===== src/rtl/sca_blk_alloc.sv =====
// rtl/sca_blk_alloc.sv - block allocation map with next-free-block lookup
//
// Purpose:
//   Tracks which of 16 blocks are busy and offers the lowest free block
//   that is not the block currently being written. The map can optionally
//   be triplicated with a bitwise 2-of-3 vote and scrubbed every cycle.
//
// Parameters:
//   TMR  - 1: three map copies with majority vote, 0: single copy
//   SIM  - reserved for simulation-only options, no functional effect
//
// Ports:
//   clk_i         - clock, all state on rising edge
//   rst_ni        - asynchronous active-low reset, clears the map
//   wrena_i       - map-update enable
//   nbsel_i       - block-map select (update needs wrena_i and nbsel_i)
//   sela_i        - 1: mark badr_i busy, 0: mark badr_i free
//   badr_i        - block address to update
//   rdadr_i       - block being written, never offered as next block
//   nadr_o        - next free block address (rdadr_i when none)
//   bmem_o        - block map, bit i = 1 means block i busy
//   nfree_blks_o  - number of free blocks, saturated at 15
//   scafull_o     - no free block other than rdadr_i
module sca_blk_alloc #(
  parameter int TMR = 0,
  parameter int SIM = 0
) (
  input  logic        clk_i,
  input  logic        rst_ni,
  input  logic        wrena_i,
  input  logic        nbsel_i,
  input  logic        sela_i,
  input  logic [3:0]  badr_i,
  input  logic [3:0]  rdadr_i,
  output logic [3:0]  nadr_o,
  output logic [15:0] bmem_o,
  output logic [3:0]  nfree_blks_o,
  output logic        scafull_o
);

  logic [15:0] map_v;   // voted (or single) map value seen by all outputs
  logic [15:0] map_d;   // next-state map, shared by every copy
  logic [15:0] avail;   // free blocks excluding rdadr_i
  logic [4:0]  free_cnt;

  // The next state is always derived from the voted value, so in TMR mode
  // every copy reloads the majority each cycle and a single upset is gone
  // after one edge.
  always_comb begin
    map_d = map_v;
    if (wrena_i && nbsel_i) begin
      map_d[badr_i] = sela_i;
    end
  end

  if (TMR != 0) begin : g_tmr
    logic [15:0] copy0_q, copy1_q, copy2_q;

    always_ff @(posedge clk_i or negedge rst_ni) begin
      if (!rst_ni) begin
        copy0_q <= 16'h0000;
        copy1_q <= 16'h0000;
        copy2_q <= 16'h0000;
      end else begin
        copy0_q <= map_d;
        copy1_q <= map_d;
        copy2_q <= map_d;
      end
    end

    assign map_v = (copy0_q & copy1_q) | (copy0_q & copy2_q) | (copy1_q & copy2_q);
  end else begin : g_single
    logic [15:0] map_q;

    always_ff @(posedge clk_i or negedge rst_ni) begin
      if (!rst_ni) begin
        map_q <= 16'h0000;
      end else begin
        map_q <= map_d;
      end
    end

    assign map_v = map_q;
  end

  if (SIM != 0) begin : g_sim
  end

  assign bmem_o = map_v;

  // Priority encoder: scan from the top so the lowest free index wins.
  always_comb begin
    avail          = ~map_v;
    avail[rdadr_i] = 1'b0;
    nadr_o         = rdadr_i;
    for (int i = 15; i >= 0; i--) begin
      if (avail[i]) begin
        nadr_o = 4'(i);
      end
    end
  end

  assign scafull_o = ~|avail;

  // Popcount of free blocks; 16 does not fit in 4 bits so it saturates.
  always_comb begin
    free_cnt = 5'd0;
    for (int i = 0; i < 16; i++) begin
      free_cnt = free_cnt + {4'd0, ~map_v[i]};
    end
  end

  assign nfree_blks_o = free_cnt[4] ? 4'd15 : free_cnt[3:0];

endmodule


===== config.mk =====
export PLATFORM = sky130hd
export DESIGN_NAME = sca_blk_alloc
export DESIGN_NICKNAME = d
export VERILOG_FILES = /design/src/rtl/sca_blk_alloc.sv
export SDC_FILE = /design/constraint.sdc
export NUM_CORES = 1
export LEC_CHECK = 0
export BUFFER_PORTS_ARGS = -buffer_cell sky130_fd_sc_hd__buf_2
export CAP_MARGIN = 20
export CELL_PAD_IN_SITES_DETAIL_PLACEMENT = 0
export CELL_PAD_IN_SITES_GLOBAL_PLACEMENT = 1
export CORE_MARGIN = 2
export CORE_UTILIZATION = 35
export DETAILED_ROUTE_END_ITERATION = 10
export PLACE_DENSITY_LB_ADDON = 0.05
export SETUP_SLACK_MARGIN = 0.15
export SYNTH_ARGS = -nofsm -noshare
export SYNTH_HDL_FRONTEND = slang
export SYNTH_SLANG_ARGS = --single-unit

===== constraint.sdc =====
create_clock -name clk_i -period 3.1 [get_ports clk_i]
set_input_delay 0 -clock clk_i [delete_from_list [all_inputs] [get_ports clk_i]]
set_output_delay 0 -clock clk_i [all_outputs]
set_load 0.05 [all_outputs]

Yosys cells after proc, flatten, opt, wreduce, memory -nomap -nowiden
Index checks and enable logic that the tools add are counted.

Word-level logic and storage cells: 66. Input bits: 13. Output and inout port bits: 25. Register bits after elaboration: 16.

Magnitude comparators: 4. Mux-type cells: 22. $add $sub $neg: 15. Reduce and logical (&&, ||, !) cells: 5. Bitwise operators: 19.

Operators by type and width (number): two-way mux 4 bit (17); adder 5 x 1 -> 5 bit (11); inverter 16 bit (2); bitwise AND 16 bit (1); bitwise mux 16 bit (1); inverter 1 bit (16); OR reduction 16 bit (1); < comparator 4 x 5 -> 1 bit (second input constant) (2); demux 1 bit (select 4 bit) (2); >= comparator 4 x 1 -> 1 bit (second input constant) (2); adder 4 x 1 -> 5 bit (1); adder 3 x 1 -> 4 bit (1); adder 2 x 1 -> 3 bit (1); logical AND 1 bit (3); adder 1 x 1 -> 2 bit (1); two-way mux 1 bit (2); zero test 1 bit (1).

Longest topological paths before layout
Gate-level depths: netlist (run 1).

Word-level depth: 22. Depth in mapped cells: 13.

Worst setup path after synthesis (run 1)
Ideal clock, no wire load.

Path kind: register to output. From: reg g_single.map_q[11] (netlist: bmem_o[11]). To: out nfree_blks_o[2]. Buffers on the path: 0. Cell stages (with the launch flop): 12. Data required time: 3100 ps. Setup slack: -1192 ps. Arrival: 4292 ps. Cell sequence: dfrtp_1 -> inv_1 -> fa_1 -> fa_1 -> fa_1 -> inv_1 -> fa_1 -> inv_1 -> ha_1 -> inv_1 -> fa_1 -> a22oi_1.

Cells in the longest elaborated chain, start to end: 7.

Ends and longest elaborated chain: start: declaration (RTL line 73) `logic [15:0] map_q;`; start signal: assignment (RTL line 79) `map_q <= map_d;`; inverter 1 bit (RTL line 109) `free_cnt = free_cnt + {4'd0, ~map_v[i]};`; adder 5 x 1 -> 5 bit (5 in a row) (RTL line 109); two-way mux 4 bit (RTL line 113) `assign nfree_blks_o = free_cnt[4] ? 4'd15 : free_cnt[3:0];`; end: declaration (RTL line 37) `output logic [3:0] nfree_blks_o,`.

Every way passes these cells.

Worst setup path after layout (run 1)
From: reg g_single.map_q[14] (netlist: bmem_o[14]). To: out nfree_blks_o[2].

Cells in the longest elaborated chain, start to end: 4.

Ends and longest elaborated chain (RTL line): inverter 1 bit (109); adder 5 x 1 -> 5 bit (2 in a row) (109); two-way mux 4 bit (113).

Every way passes these cells.

==> metrics.txt, run 1 <==
share of synthesized registers carrying an async set or reset 1.000; share of cells above drive strength 1 0.4091; DR pass1 iterations 4; Routed WL 4.788 mm; most used cell, CP fa_1; gpl congestion a little under 0.8; placed inst area 0.002121 mm2; EDFF count, synth 0; r2r worst-path depth 2; GRT overflow 0; first-pass GRT wire length ~7.8 mm; io pins 38; syn_area_per_cell around 8.4 um2; Total GRT Usage 0.1874; crit path kind flip-flop to primary output; CP max stage delay 550 ps; #FFs+latches synth 16; reg2reg end bmem_o[0]$_DFFE_PN0P_; commonest non-fill, non-tap cell in the layout buf_2; ant diodes 0; RSZ-0062 raised after global routing yes; Critical Path Fanout Max 3; clk sinks 16; Cell Chain, Critical Path inv_2, fa_1, fa_1, fa_1, inv_1, fa_1, inv_1, ha_2, inv_2, fa_2, nor2b_4, buf_4, a22oi_2, buf_6; failing checks setup timing; port bufs 37; M1 GR Usage 0.2629; Synthesis Warnings 0; Mapped Nets 229; Slowest-stage cell, CP fa_1; cts bufs inserted 3; clock root buffer clkbuf_8; met2 Usage GRT 0.3043; setup TNS -2607 ps; final hold violations 0; vias in the first global route 1642; starting density of the core 0.3603; hold path startpoint sela_i; Die X 73.27 um; Synth Cell Area approximately 0.0017 mm2; number of flip-flops in the largest register 16; clock buffer depth 2; Residual DRC 0; fmax approximately 0.26 GHz; cell taking the most area after synthesis dfrtp_1; relative slew slack 0.6432; crit share post-route 1.218; largest net degree at the start of global routing 23; Min Clock Period, post-route 3777 ps; CTS tree built; Crit. End Element primary output; worst hold path class input pin to flip-flop; met3 Use GR 0.01783; largest cells by area after synthesis dfrtp_1 (24%), fa_1 (12%), inv_1 (6.3%), mux2i_1 (6.0%), o21ai_0 (5.7%); CTS H-tree depth 1; PnR worst setup slack -677.2 ps; family with the most delay on the worst path adder cells; Placeable Area 0.004661 mm2; CP Data Arrival Time 3780 ps; post-route design area 0.002252 mm2; FF-to-FF Start bmem_o[0]$_DFFE_PN0P_; vias 1679; Worst Setup EP nfree_blks_o[2]; routed len/inst about 15 um; worst setup path start bmem_o[14]$_DFFE_PN0P_; Hold WS 142.8 ps; CP required between 3000 and 4000 ps; DRT antenna net count 0; DP HPWL 3.958 mm; DR iter-0 viols 54; Critical path buffers and inverters 6; Final Max Slew Viols 0; global routing's busiest layer met2; post-synth cell types 40; Critical Path Stages 14; chip height between 70 and 80 um; Top FF cell, synth dfrtp_1; FP Rows 25; Max Cap Violations 0; initial antenna violation count 0; startpoint class of the critical path flip-flop; worst skew pair latency 250 ps; flop2flop setup slack between 2000 and 2500 ps; Die Area 0.005368 mm2; Synth Instances 201; post-DR vias/cell 5.280; most frequent cells in the layout buf_2 (33), buf_4 (28), nand2_1 (24); Slew @ Worst Pin 533.6 ps; status finished with violations; proportion of synthesized chip area in sequential cells 0.2385; # setup viols final 4; Worst-path clk slew 70 ps; Final #Nets 293; Area Overhead vs Synth 34.13%; area share of the largest cell type after synthesis 0.2385; Fin Clk Skew 0 ps
[layer usage]
| layer | share of wire | wire, um |
|---|---|---|
| met2 | 0.48 | 2292 |
| met5 | 0 | 0 |
| met3 | 0.034 | 162 |
| met4 | 0.021 | 99 |
| met1 | 0.47 | 2232 |
[cell usage after synthesis (3+ instances only)]
cell	count
nor2_1	17
a21oi_1	6
nand2b_1	7
mux2i_1	10
nand4_1	3
mux2_2	7
o32ai_2	3
nor3_1	5
nor4_1	3
dfrtp_1	16
nor2b_1	3
inv_1	28
fa_1	10
buf_2	4
o21ai_0	19
ha_1	5
nand2_1	25
[final cells by class]
| class | count | area, um2 |
|---|---|---|
| repair buffers | 66 | 441.7 |
| fillers | 455 | 2409 |
| inverters | 28 | 107.6 |
| flip-flops and latches | 16 | 411.6 |
| multi-input cells | 150 | 1169 |
| well taps | 54 | 67.56 |
| clock buffers | 4 | 55.05 |
[cells by family after synthesis]
logic type	Yosys count	share of synthesized area
compound gates	47	0.2042
fa+ha+maj	15	0.1565
buf+inv	35	0.09016
flops	16	0.2384
mux	17	0.1066
simple gates	71	0.2042
[timing repair]
item                       CTS  global route
hold buffers                 1             0
resized for setup           13             2
setup buffers                2             1
hold endpoints to repair    16             0
setup endpoints to repair    4             4
pin swaps                    7             2
[worst min-delay path, delay by kind of cell]
kind | cells | cell delay [ps]
buf+inv | 1 | 200
simple gates | 1 | 80
compound gates | 1 | 60
[metrics by stage]
step / cells / setup WS, ps / util
5_1_grt: 318 / -799.0 / 0.4832
3_3_place_gp: 310 / -530.3 / 0.4550
6_report: 318 / -677.2 / 0.4832
3_5_place_dp: 310 / -563.8 / 0.4550
4_1_cts: 317 / -716.9 / 0.4800
2_1_floorplan: 201 / -595.9 / -
[how the worst min path moves through the flow]
stage / cells past startpoint / slack (ps) / endpoint
2_1_floorplan: 0 / -300 / bmem_o[0]$_DFFE_PN0P_
3_5_place_dp: 1 / -60 / bmem_o[9]$_DFFE_PN0P_
6_report: 3 / 140 / bmem_o[11]$_DFFE_PN0P_
5_1_grt: 3 / 170 / bmem_o[5]$_DFFE_PN0P_
4_1_cts: 3 / 140 / bmem_o[12]$_DFFE_PN0P_
3_3_place_gp: 1 / -70 / bmem_o[9]$_DFFE_PN0P_
Power of run 1 is not shown: default switching activity piles up to over one toggle a cycle in this logic, so the estimate is an artifact.
==> run 2: changes to the inputs <==
- CELL_PAD_IN_SITES_DETAIL_PLACEMENT: 0 -> 1
- CELL_PAD_IN_SITES_GLOBAL_PLACEMENT: 1 -> 2
- CORE_UTILIZATION: 35 -> 29
==> run 2 against run 1 <==
  * The run still ends with setup timing left
  * Final cell count is 6.9% higher
  * Register-to-register slack worse by 130 ps
  * Hold slack better by 5.8 ps
  * Die area is 19% higher
  * Utilization is 6.6 points lower
  * First-iteration DRC count is 13% lower
  * Critical path type unchanged
==> metrics.txt, run 2 (synthesized netlist as in run 1, its figures left out) <==
relative slew slack 0.7021 (+0.05891); vias 1741 (+3.7%); family with the most delay on the worst path adder cells; Total GRT Usage 0.1880 (+0.0005275); ant diodes 0 (unchanged); PnR worst setup slack -689.0 ps (-11.79 ps); Max Cap Violations 0 (unchanged); most used cell, CP fa_1; number of flip-flops in the largest register 16 (unchanged); gpl congestion 0.8459 (+7.5%); RSZ-0062 raised after global routing yes; FP Rows 27 (+8.0%); Fin Clk Skew 0 ps (unchanged); final hold violations 0 (unchanged); CP required 3100 ps (about the same); io pins 38 (unchanged); Area Overhead vs Synth 37.56%; starting density of the core 0.3031 (-0.05720); routed len/inst 16.39 um (+8.9%); CP max stage delay 540 ps (about the same); status finished with violations; hold path startpoint sela_i; placed inst area 0.002143 mm2 (+1.1%); Critical Path Fanout Max 3 (unchanged); Worst-path clk slew 70 ps (about the same); Placed Cells 328 (+5.8%); DR iter-0 viols 47 (-13%); setup TNS -2647 ps (-40.10 ps); Die Area 0.006414 mm2 (+19%); chip height 80.09 um (+9.3%); DRT antenna net count 0 (unchanged); DP HPWL 4.492 mm (+13%); initial antenna violation count 0 (unchanged); share of cells above drive strength 1 0.4104 (+0.001357); Crit. End Element primary output; failing checks setup timing; most frequent cells in the layout buf_2 (33), buf_4 (31), nand2_1 (24); worst hold path class input pin to flip-flop; Slew @ Worst Pin 441.3 ps (-92.32 ps); fmax 0.2639 GHz (-0.31%); CP Data Arrival Time 3790 ps (about the same); FF-to-FF Start bmem_o[8]$_DFFE_PN0P_; Routed WL 5.573 mm (+16%); Min Clock Period, post-route 3789 ps (+11.78 ps); clock root buffer clkbuf_8; Placeable Area 0.005540 mm2 (+19%); clk sinks 16 (unchanged); Critical path buffers and inverters 6 (unchanged); # setup viols final 4 (unchanged); Final Max Slew Viols 0 (unchanged); crit path kind flip-flop to primary output; crit share post-route 1.222 (+0.003802); cts bufs inserted 3 (unchanged); worst setup path start bmem_o[6]$_DFFE_PN0P_; CTS tree built; CTS H-tree depth 1 (unchanged); DR pass1 iterations 4 (unchanged); Cell Chain, Critical Path inv_2, fa_1, fa_1, fa_1, inv_1, fa_1, inv_2, ha_4, inv_2, fa_2, nor2b_4, buf_6, a22oi_2, buf_6; commonest non-fill, non-tap cell in the layout buf_2; Die X 80.09 um (+9.3%); Cell Count, Final, Fillers Out 340 (+6.9%); post-route design area 0.002310 mm2 (+2.6%); startpoint class of the critical path flip-flop; Residual DRC 0 (unchanged); vias in the first global route 1883 (+15%); clock buffer depth 2 (unchanged); first-pass GRT wire length 9.308 mm (+19%); Final #Nets 297 (+1.4%); post-DR vias/cell 5.121 (-3.0%); Slowest-stage cell, CP fa_1; worst skew pair latency 260 ps (about the same); GRT overflow 0 (unchanged); port bufs 37 (unchanged); largest net degree at the start of global routing 23 (unchanged)
[run 2: cell count changes in the layout (fill, tap and decap cells not counted)]
cell / delta
buf_6: +2
fa_1: +1
clkbuf_1: +1
ha_2: -1
o21ai_4: +1
fa_2: -1
ha_4: +1
o21ai_2: -1
clkbuf_8: -1
buf_4: +3
buf_8: -1
[run 2: cell type report]
type | count | area [um2]
timing repair buffer | 70 | 471.7
clock buffer | 4 | 45.04
multi-input combinational | 150 | 1184
inverter | 28 | 107.6
sequential | 16 | 411.6
tap | 72 | 90.09
fill | 685 | 3231
[run 2: worst paths after layout]
kind                                               end  slack [ps]  depth (start not counted)
worst min register to register   bmem_o[2]$_DFFE_PN0P_         620                          2
worst min-delay path            bmem_o[14]$_DFFE_PN0P_         150                          3
worst max register to register   bmem_o[8]$_DFFE_PN0P_        2040                          3
worst max-delay path                   nfree_blks_o[2]        -690                         14
min in group asynchronous       bmem_o[13]$_DFFE_PN0P_         190                          2
max in group asynchronous        bmem_o[2]$_DFFE_PN0P_        2590                          2
[run 2: worst register-to-register path, cell delays in order, from the launching register on]
cell and delay [ps]:
dfrtp_2 410, buf_4 130, buf_4 150, mux2_2 250
[run 2: metrics by stage]
| step | hold slack [ps] | worst slack [ps] | util |
|---|---|---|---|
| floorplan | -295.6 | -595.9 | - |
| global placement | -51.13 | -510.8 | 0.3869 |
| detailed placement | -48.74 | -585.6 | 0.3869 |
| CTS | 148.5 | -707.8 | 0.4142 |
| global route | 169.2 | -806.5 | 0.4169 |
| finish | 148.6 | -689.0 | 0.4169 |
[run 2: repair_timing]
action                                  in CTS  in global routing
hold endpoints to repair                    16                  0
resized for setup                           16                  0
hold buffers                                 1                  0
endpoints found under the setup margin       4                  4
setup buffers                                5                  2
gates cloned                                 0                  0
pin swaps                                    6                  3
[run 2: layer usage]
metal	wire length, um	global-route usage	up-vias	share of wire
met5	0	0	-	0
met1	2596	0.2441	867	0.47
li1	-	-	838	-
met2	2765	0.3308	27	0.50
met4	87	0.04407	0	0.016
met3	124	0.02360	9	0.022
Power of run 2 is left out for the same reason.
